**src/rtl/prco_fetch.sv**
```systemverilog
// prco_fetch: instruction fetch stage between local memory and the decoder.
// Define PRCO_FETCH_HALT_EN to stop fetching after a P_HALT_WORD is consumed.
module prco_fetch #(
  parameter logic [15:0] P_RESET_PC  = 16'h0000,
  parameter logic [15:0] P_HALT_WORD = 16'hFFFF
) (
  input  logic        i_clk,
  input  logic        i_reset,
  input  logic        i_en,
  input  logic        i_mem_busy,
  output logic        q_ce_fetch,
  output logic [15:0] q_mem_addr,
  input  logic        i_ce_dec,
  input  logic [15:0] i_mem_douta,
  output logic [15:0] q_instr,
  output logic [15:0] q_instr_pc,
  output logic        q_instr_valid,
  input  logic        i_instr_ready,
  input  logic        i_jmp_valid,
  input  logic [15:0] i_jmp_addr,
  output logic [15:0] q_pc,
  output logic        q_halted
);

`ifdef PRCO_FETCH_HALT_EN
  typedef enum logic [2:0] {
    S_IDLE, S_REQ, S_WAIT, S_HOLD, S_HALT
  } state_t;
`else
  typedef enum logic [1:0] {
    S_IDLE, S_REQ, S_WAIT, S_HOLD
  } state_t;
`endif

  state_t      state, state_nx;
  logic [15:0] pc_nx;
  logic [15:0] instr_nx;
  logic [15:0] instr_pc_nx;
  logic        valid_nx;
  logic        discard, discard_nx;
  logic        go, jmp, issue;

  assign go    = i_en && !i_mem_busy;
  assign issue = (state == S_REQ) && !i_mem_busy;

  assign q_ce_fetch = issue;
  assign q_mem_addr = q_pc;

`ifdef PRCO_FETCH_HALT_EN
  assign jmp      = i_jmp_valid && (state != S_HALT);
  assign q_halted = (state == S_HALT);
`else
  wire unused_halt_word = ^P_HALT_WORD;
  assign jmp      = i_jmp_valid;
  assign q_halted = 1'b0;
`endif

  always_comb begin
    state_nx    = state;
    pc_nx       = q_pc;
    instr_nx    = q_instr;
    instr_pc_nx = q_instr_pc;
    valid_nx    = q_instr_valid;
    discard_nx  = discard;
    unique case (state)
      S_IDLE: begin
        if (go) state_nx = S_REQ;
      end
      S_REQ: begin
        // a busy memory port stalls the strobe in place
        if (issue) begin
          instr_pc_nx = q_pc;
          pc_nx       = q_pc + 16'd1;
          discard_nx  = jmp;
          state_nx    = S_WAIT;
        end
      end
      S_WAIT: begin
        if (i_ce_dec) begin
          if (discard || jmp) begin
            discard_nx = 1'b0;
            state_nx   = S_IDLE;
          end else begin
            instr_nx = i_mem_douta;
            valid_nx = 1'b1;
            state_nx = S_HOLD;
          end
        end else if (jmp) begin
          discard_nx = 1'b1;
        end
      end
      S_HOLD: begin
        if (jmp) begin
          valid_nx = 1'b0;
          state_nx = go ? S_REQ : S_IDLE;
        end else if (i_instr_ready) begin
          valid_nx = 1'b0;
          state_nx = go ? S_REQ : S_IDLE;
`ifdef PRCO_FETCH_HALT_EN
          if (q_instr == P_HALT_WORD)
            state_nx = S_HALT;
`endif
        end
      end
`ifdef PRCO_FETCH_HALT_EN
      S_HALT: begin
        state_nx = S_HALT;
      end
`endif
      default: state_nx = S_IDLE;
    endcase
    if (jmp) pc_nx = i_jmp_addr;
  end

  always_ff @(posedge i_clk or posedge i_reset) begin
    if (i_reset) begin
      state         <= S_IDLE;
      q_pc          <= P_RESET_PC;
      q_instr       <= 16'h0000;
      q_instr_pc    <= 16'h0000;
      q_instr_valid <= 1'b0;
      discard       <= 1'b0;
    end else begin
      state         <= state_nx;
      q_pc          <= pc_nx;
      q_instr       <= instr_nx;
      q_instr_pc    <= instr_pc_nx;
      q_instr_valid <= valid_nx;
      discard       <= discard_nx;
    end
  end

endmodule

```
**config.mk**
```make
export PLATFORM = sky130hd
export DESIGN_NAME = prco_fetch
export DESIGN_NICKNAME = d
export VERILOG_FILES = /design/src/rtl/prco_fetch.sv
export SDC_FILE = /design/constraint.sdc
export NUM_CORES = 1
export LEC_CHECK = 0
export CAP_MARGIN = 20
export CORE_UTILIZATION = 55
export CTS_BUF_LIST = sky130_fd_sc_hd__clkbuf_8
export CTS_CLUSTER_DIAMETER = 200
export DETAILED_ROUTE_END_ITERATION = 10
export DONT_BUFFER_PORTS = 1
export GPL_ROUTABILITY_DRIVEN = 0
export MAX_ROUTING_LAYER = met4
export PLACE_DENSITY = 0.7
export SLEW_MARGIN = 20
export SYNTH_ARGS = -nofsm -noshare
export SYNTH_HDL_FRONTEND = slang
export SYNTH_SLANG_ARGS = --single-unit
```
**constraint.sdc**
```tcl
create_clock -name i_clk -period 2.1 [get_ports i_clk]
set_input_delay 0.42 -clock i_clk [delete_from_list [all_inputs] [get_ports i_clk]]
set_output_delay 0.42 -clock i_clk [all_outputs]
set_load 0.05 [all_outputs]
```
# Word level (Yosys, flattened, before mapping)
# Cells that the tools add are included.
# Widths: inputs -> output; s select.
[op_classes] add_sub_neg=1 n_mul=0 div=0 order_cmp=0 eq_ne=10 shifts=0 n_mux=21 bitwise=1 n_reduce_logical=15
[op_table] op="$mux 16" n=3
[op_table] op="$add 16x1->16 const B" n=1
[op_table] op="$mux 2" n=6
[op_table] op="$reduce_and 4->1" n=3
[op_table] op="$mux 1" n=9
[op_table] op="$ne 3x3->1 const B" n=3
[op_table] op="$ne 2x2->1 const B" n=4
[op_table] op="$pmux 2 s4" n=1
[op_table] op="$reduce_bool 2->1" n=4
[op_table] op="$eq 2x2->1 const B" n=2
[op_table] op="$pmux 1 s2" n=2
[op_table] op="$reduce_and 2->1" n=2
[op_table] op="$reduce_and 3->1" n=1
[op_table] op="$eq 2x1->1 const B" n=1
[op_table] op="$logic_and 1x1->1" n=2
[op_table] op="$logic_not 2->1" n=1
[op_table] op="$logic_not 1->1" n=1
[op_table] op="$logic_or 1x1->1" n=1
[op_table] op="$not 1->1" n=1
[word_totals] ff_bits=52 latch_bits=0 mem_bits_rw=0 mem_bits_ro=0 input_bits=39 output_inout_bits=67 word_cells=54 mem_count=0

# Logic depth before layout (Yosys ltp)
[depth] word_depth=6 depth_mapped=7 depth_no_buf=5

# Worst setup path after synthesis
# No wires, ideal clock.
[synth_timing] path_kind="reg-to-reg" start="reg q_pc[0] (netlist: q_mem_addr[0])" end="reg q_pc[12] (netlist: q_mem_addr[12])" setup_ps=125 arrival_time_ps=1847 required_time_ps=1975 path_slack_ps=128 stages_incl_launch_ff=6 n_path_buf=0 period_less_slack_ps=1972 cell_sequence="dfrtp_1 ha_1 nand3_1 nor4_1 xor2_1 mux2_2"
[synth_via] elab_chain_cells=4
[synth_rtl] item="from (decl)" line="21" rtl="output logic [15:0] q_pc,"
[synth_rtl] item="from (signal assigned)" line="125" rtl="q_pc <= pc_nx;"
[synth_rtl] item="$add 16x1->16" line="73" rtl="pc_nx = q_pc + 16'd1;"
[synth_rtl] item="$mux 16" line="71" rtl="if (issue) begin"
[synth_rtl] item="$mux 16" line="65" rtl="unique case (state)"
[synth_rtl] item="$mux 16" line="112" rtl="if (jmp) pc_nx = i_jmp_addr;"
# Every way passes these cells. The select of a mux whose other input is x is not followed.
# A chain may end at the register's enable or synchronous reset.

# Worst setup path in the final report
[layout_timing] start="reg state[0]" end="out q_ce_fetch"
[layout_via] elab_chain_cells=2
[layout_rtl] item="from (decl)" line="35" rtl="state_t state, state_nx;"
[layout_rtl] item="from (signal assigned)" line="124" rtl="state <= state_nx;"
[layout_rtl] item="$eq 2x1->1" line="44" rtl="assign issue = (state == S_REQ) && !i_mem_busy;"
[layout_rtl] item="$logic_and 1x1->1" line="44"
[layout_rtl] item="to (decl)" line="11" rtl="output logic q_ce_fetch,"
# Every way passes these cells.

==> impl_metrics.ini <==
[status]
status = finished, final reports clean

[power]
leakage_nw = 1.28
peakVddDrop_mv = 0.658
p_per_area_nw_per_um2 = 1640

[detailed_routing]
wire_per_inst_um = 16.3
wirelength_um = 5040
drt_iter0_markers = 52
drc_errors = 0
via_per_inst = 5.67
wl_met3_um = 443
drt-met1-wl_um = 2150
routed.top_layer = met4
met2WireLength_um = 2360
drt_first_pass_iters = 4
via_count = 1753
antenna_left = 0

[final_layout]
antenna_cells = 0
nets = 296
final_util_pct = 62.6
drive_above_1_share_pct = 23.7
area_growth_pct = 8.89
fillCellCount = 363
stdcell_count = 309

[grt]
antenna_found_initial = 0
grt_max_degree = 41
grtUsageTotal_pct = 23.0
grt_pass1_wl_um = 8560
grt_overflow_total = 0
grt_pass1_vias = 1747

[timing]
finalSetupViolCount = 0
period_share_pct = 91.5
grt_setup_unrepaired = no
slew_violations = 0
final.setup_skew_ns = 0.00606
hold_viol = 0
maxSlewHeadroom_pct = 62.3
fin_crit_ns = 1.92
fmax_ghz = 0.520
tightestPinTransition_ns = 0.564
fin_setup_tns_ns = 0

[die]
core_area_um2 = 4380
die-area_um2 = 4850
initial_core_util_pct = 57.4
die_h_um = 69.7
fp-row-count = 24
die_w_um = 69.7
io_pins = 106

[synth]
synth_common_cells = nand2_1, dfrtp_1, buf_4, mux2_2, o21ai_0
synth.avg_cell_area_um2 = 10.1
yosys.area.top_type = dfrtp_1
syn_area_um2 = 2520
ys_types = 40
ys_seq_area_share_pct = 51.7
yosysWarnings = 0
ys_ff_latch = 52
yosysMostFrequentCell = nand2_1
ys.flop_type = dfrtp_1
synth_fp_nets = 290
synth-edff-count = 0
netlist_instances = 250
async_flop_share_pct = 100
yosysTopAreaCellShare_pct = 51.7
netlist_top_cells_area = dfrtp_1, nand2_1, mux2_2

[setup_path]
crit_required_ns = 1.68
cp.arrival_ns = 1.50
cp-start-kind = register
end_kind = primary output
worstSetupPathType = reg2out
path_max_fanout = 10

[clock_tree]
cts-htree-levels = 2
path_clk_slew_ns = 0.09
cts_buffers = 5
worstSkewPairLatency_ns = 0.30
root_buffer = clkbuf_8
cts_hold_buffers = 0
cts_max_path_buffers = 2
post_cts_resized = 0
cts_setup_buffers = 0
cts_tree = built
cts_sinks = 52

[run]
drv_cap = 0

[placement]
placed_cells = 301
io_buffers = 0
hpwlAfterDp_um = 3750

[worst_hold_path]
hold_path_class = in2async
## through the flow
step / setup WS, ns / cell area, um^2 / power [W] / hold slack, ns
after floorplan: 0.128 / 2520 / 0.00362 / 0.541
after global placement: 0.230 / 2630 / 0.00381 / 0.395
after detailed placement: 0.189 / 2630 / 0.00386 / 0.401
after CTS: 0.00588 / 2740 / 0.00454 / 0.0679
after global routing: 0.102 / 2740 / 0.00474 / 0.0799
final: 0.178 / 2740 / 0.00451 / 0.0474
## worst paths after layout
kind,from,end,slack (ns),depth (start not counted)
max,state[0],q_ce_fetch,0.18,2
min,i_reset,q_instr[15],0.05,1
max reg2reg,state[1],q_mem_addr[11],0.26,6
min reg2reg,discard,discard,0.65,2
max in group asynchronous,i_reset,q_mem_addr[11],1.52,2
min in group i_clk,i_jmp_valid,q_mem_addr[7],0.21,1
## where the power goes
part,leakage (nW),total (W),switching [W],internal (W)
Combinational,0.585,0.00117,0.000723,0.000444
Clock,0.0541,0.000674,0.000322,0.000353
Sequential,0.644,0.00267,0.00132,0.00134
## flip-flops by register name, summed over array words and instances (netlist names)
signal,cells
discard,1
state,2
q_instr_pc,16
q_instr,16
q_instr_valid,1
q_mem_addr,16
## metal layers
metal / vias to the layer above / track usage, %
li1: 833 / -
met1: 833 / 28.7
met2: 80 / 35.8
met3: 7 / 6.54
met4: 0 / 8.67
met5: - / -
## cells in the final DEF (no fill, tap or decap), types with 5 or more instances in the layout
master	count
clkbuf_8	5
nand4_1	5
nor2_1	9
xnor2_1	7
dfrtp_1	52
nor3_1	5
o21ai_0	12
nand2_1	62
mux2_2	18
nand3_1	6
buf_4	28
## worst max-delay path: stages (launching register included)
cell and delay (ns):
dfrtp_1 0.51, or3b_4 0.49, inv_4 0.20
## kinds of logic (layout without fill, tap and decap cells)
family	count (synthesis)	count (layout)	synth area share, %
and+or+nand+nor	102	102	19.8
DFF	52	52	51.7
buffers and inverters	36	43	8.35
AOI/OAI and AO/OA	26	26	6.51
muxes	21	21	9.24
xor gates and xnor gates	11	11	3.83
adders and majority gates	1	1	0.497
other	1	1	0.149
## layout make-up
cell class | count | area [um^2] | area share (%)
Sequential cell | 52 | 1300 | 47.4
Multi-Input combinational cell | 162 | 1010 | 36.8
Timing Repair Buffer | 29 | 230 | 8.39
Clock buffer | 5 | 68.8 | 2.51
Tap cell | 52 | 65.1 | 2.37
Clock inverter | 3 | 42.5 | 1.55
Inverter | 6 | 25.0 | 0.912
Note: power is estimated with default switching activity, not from simulation.
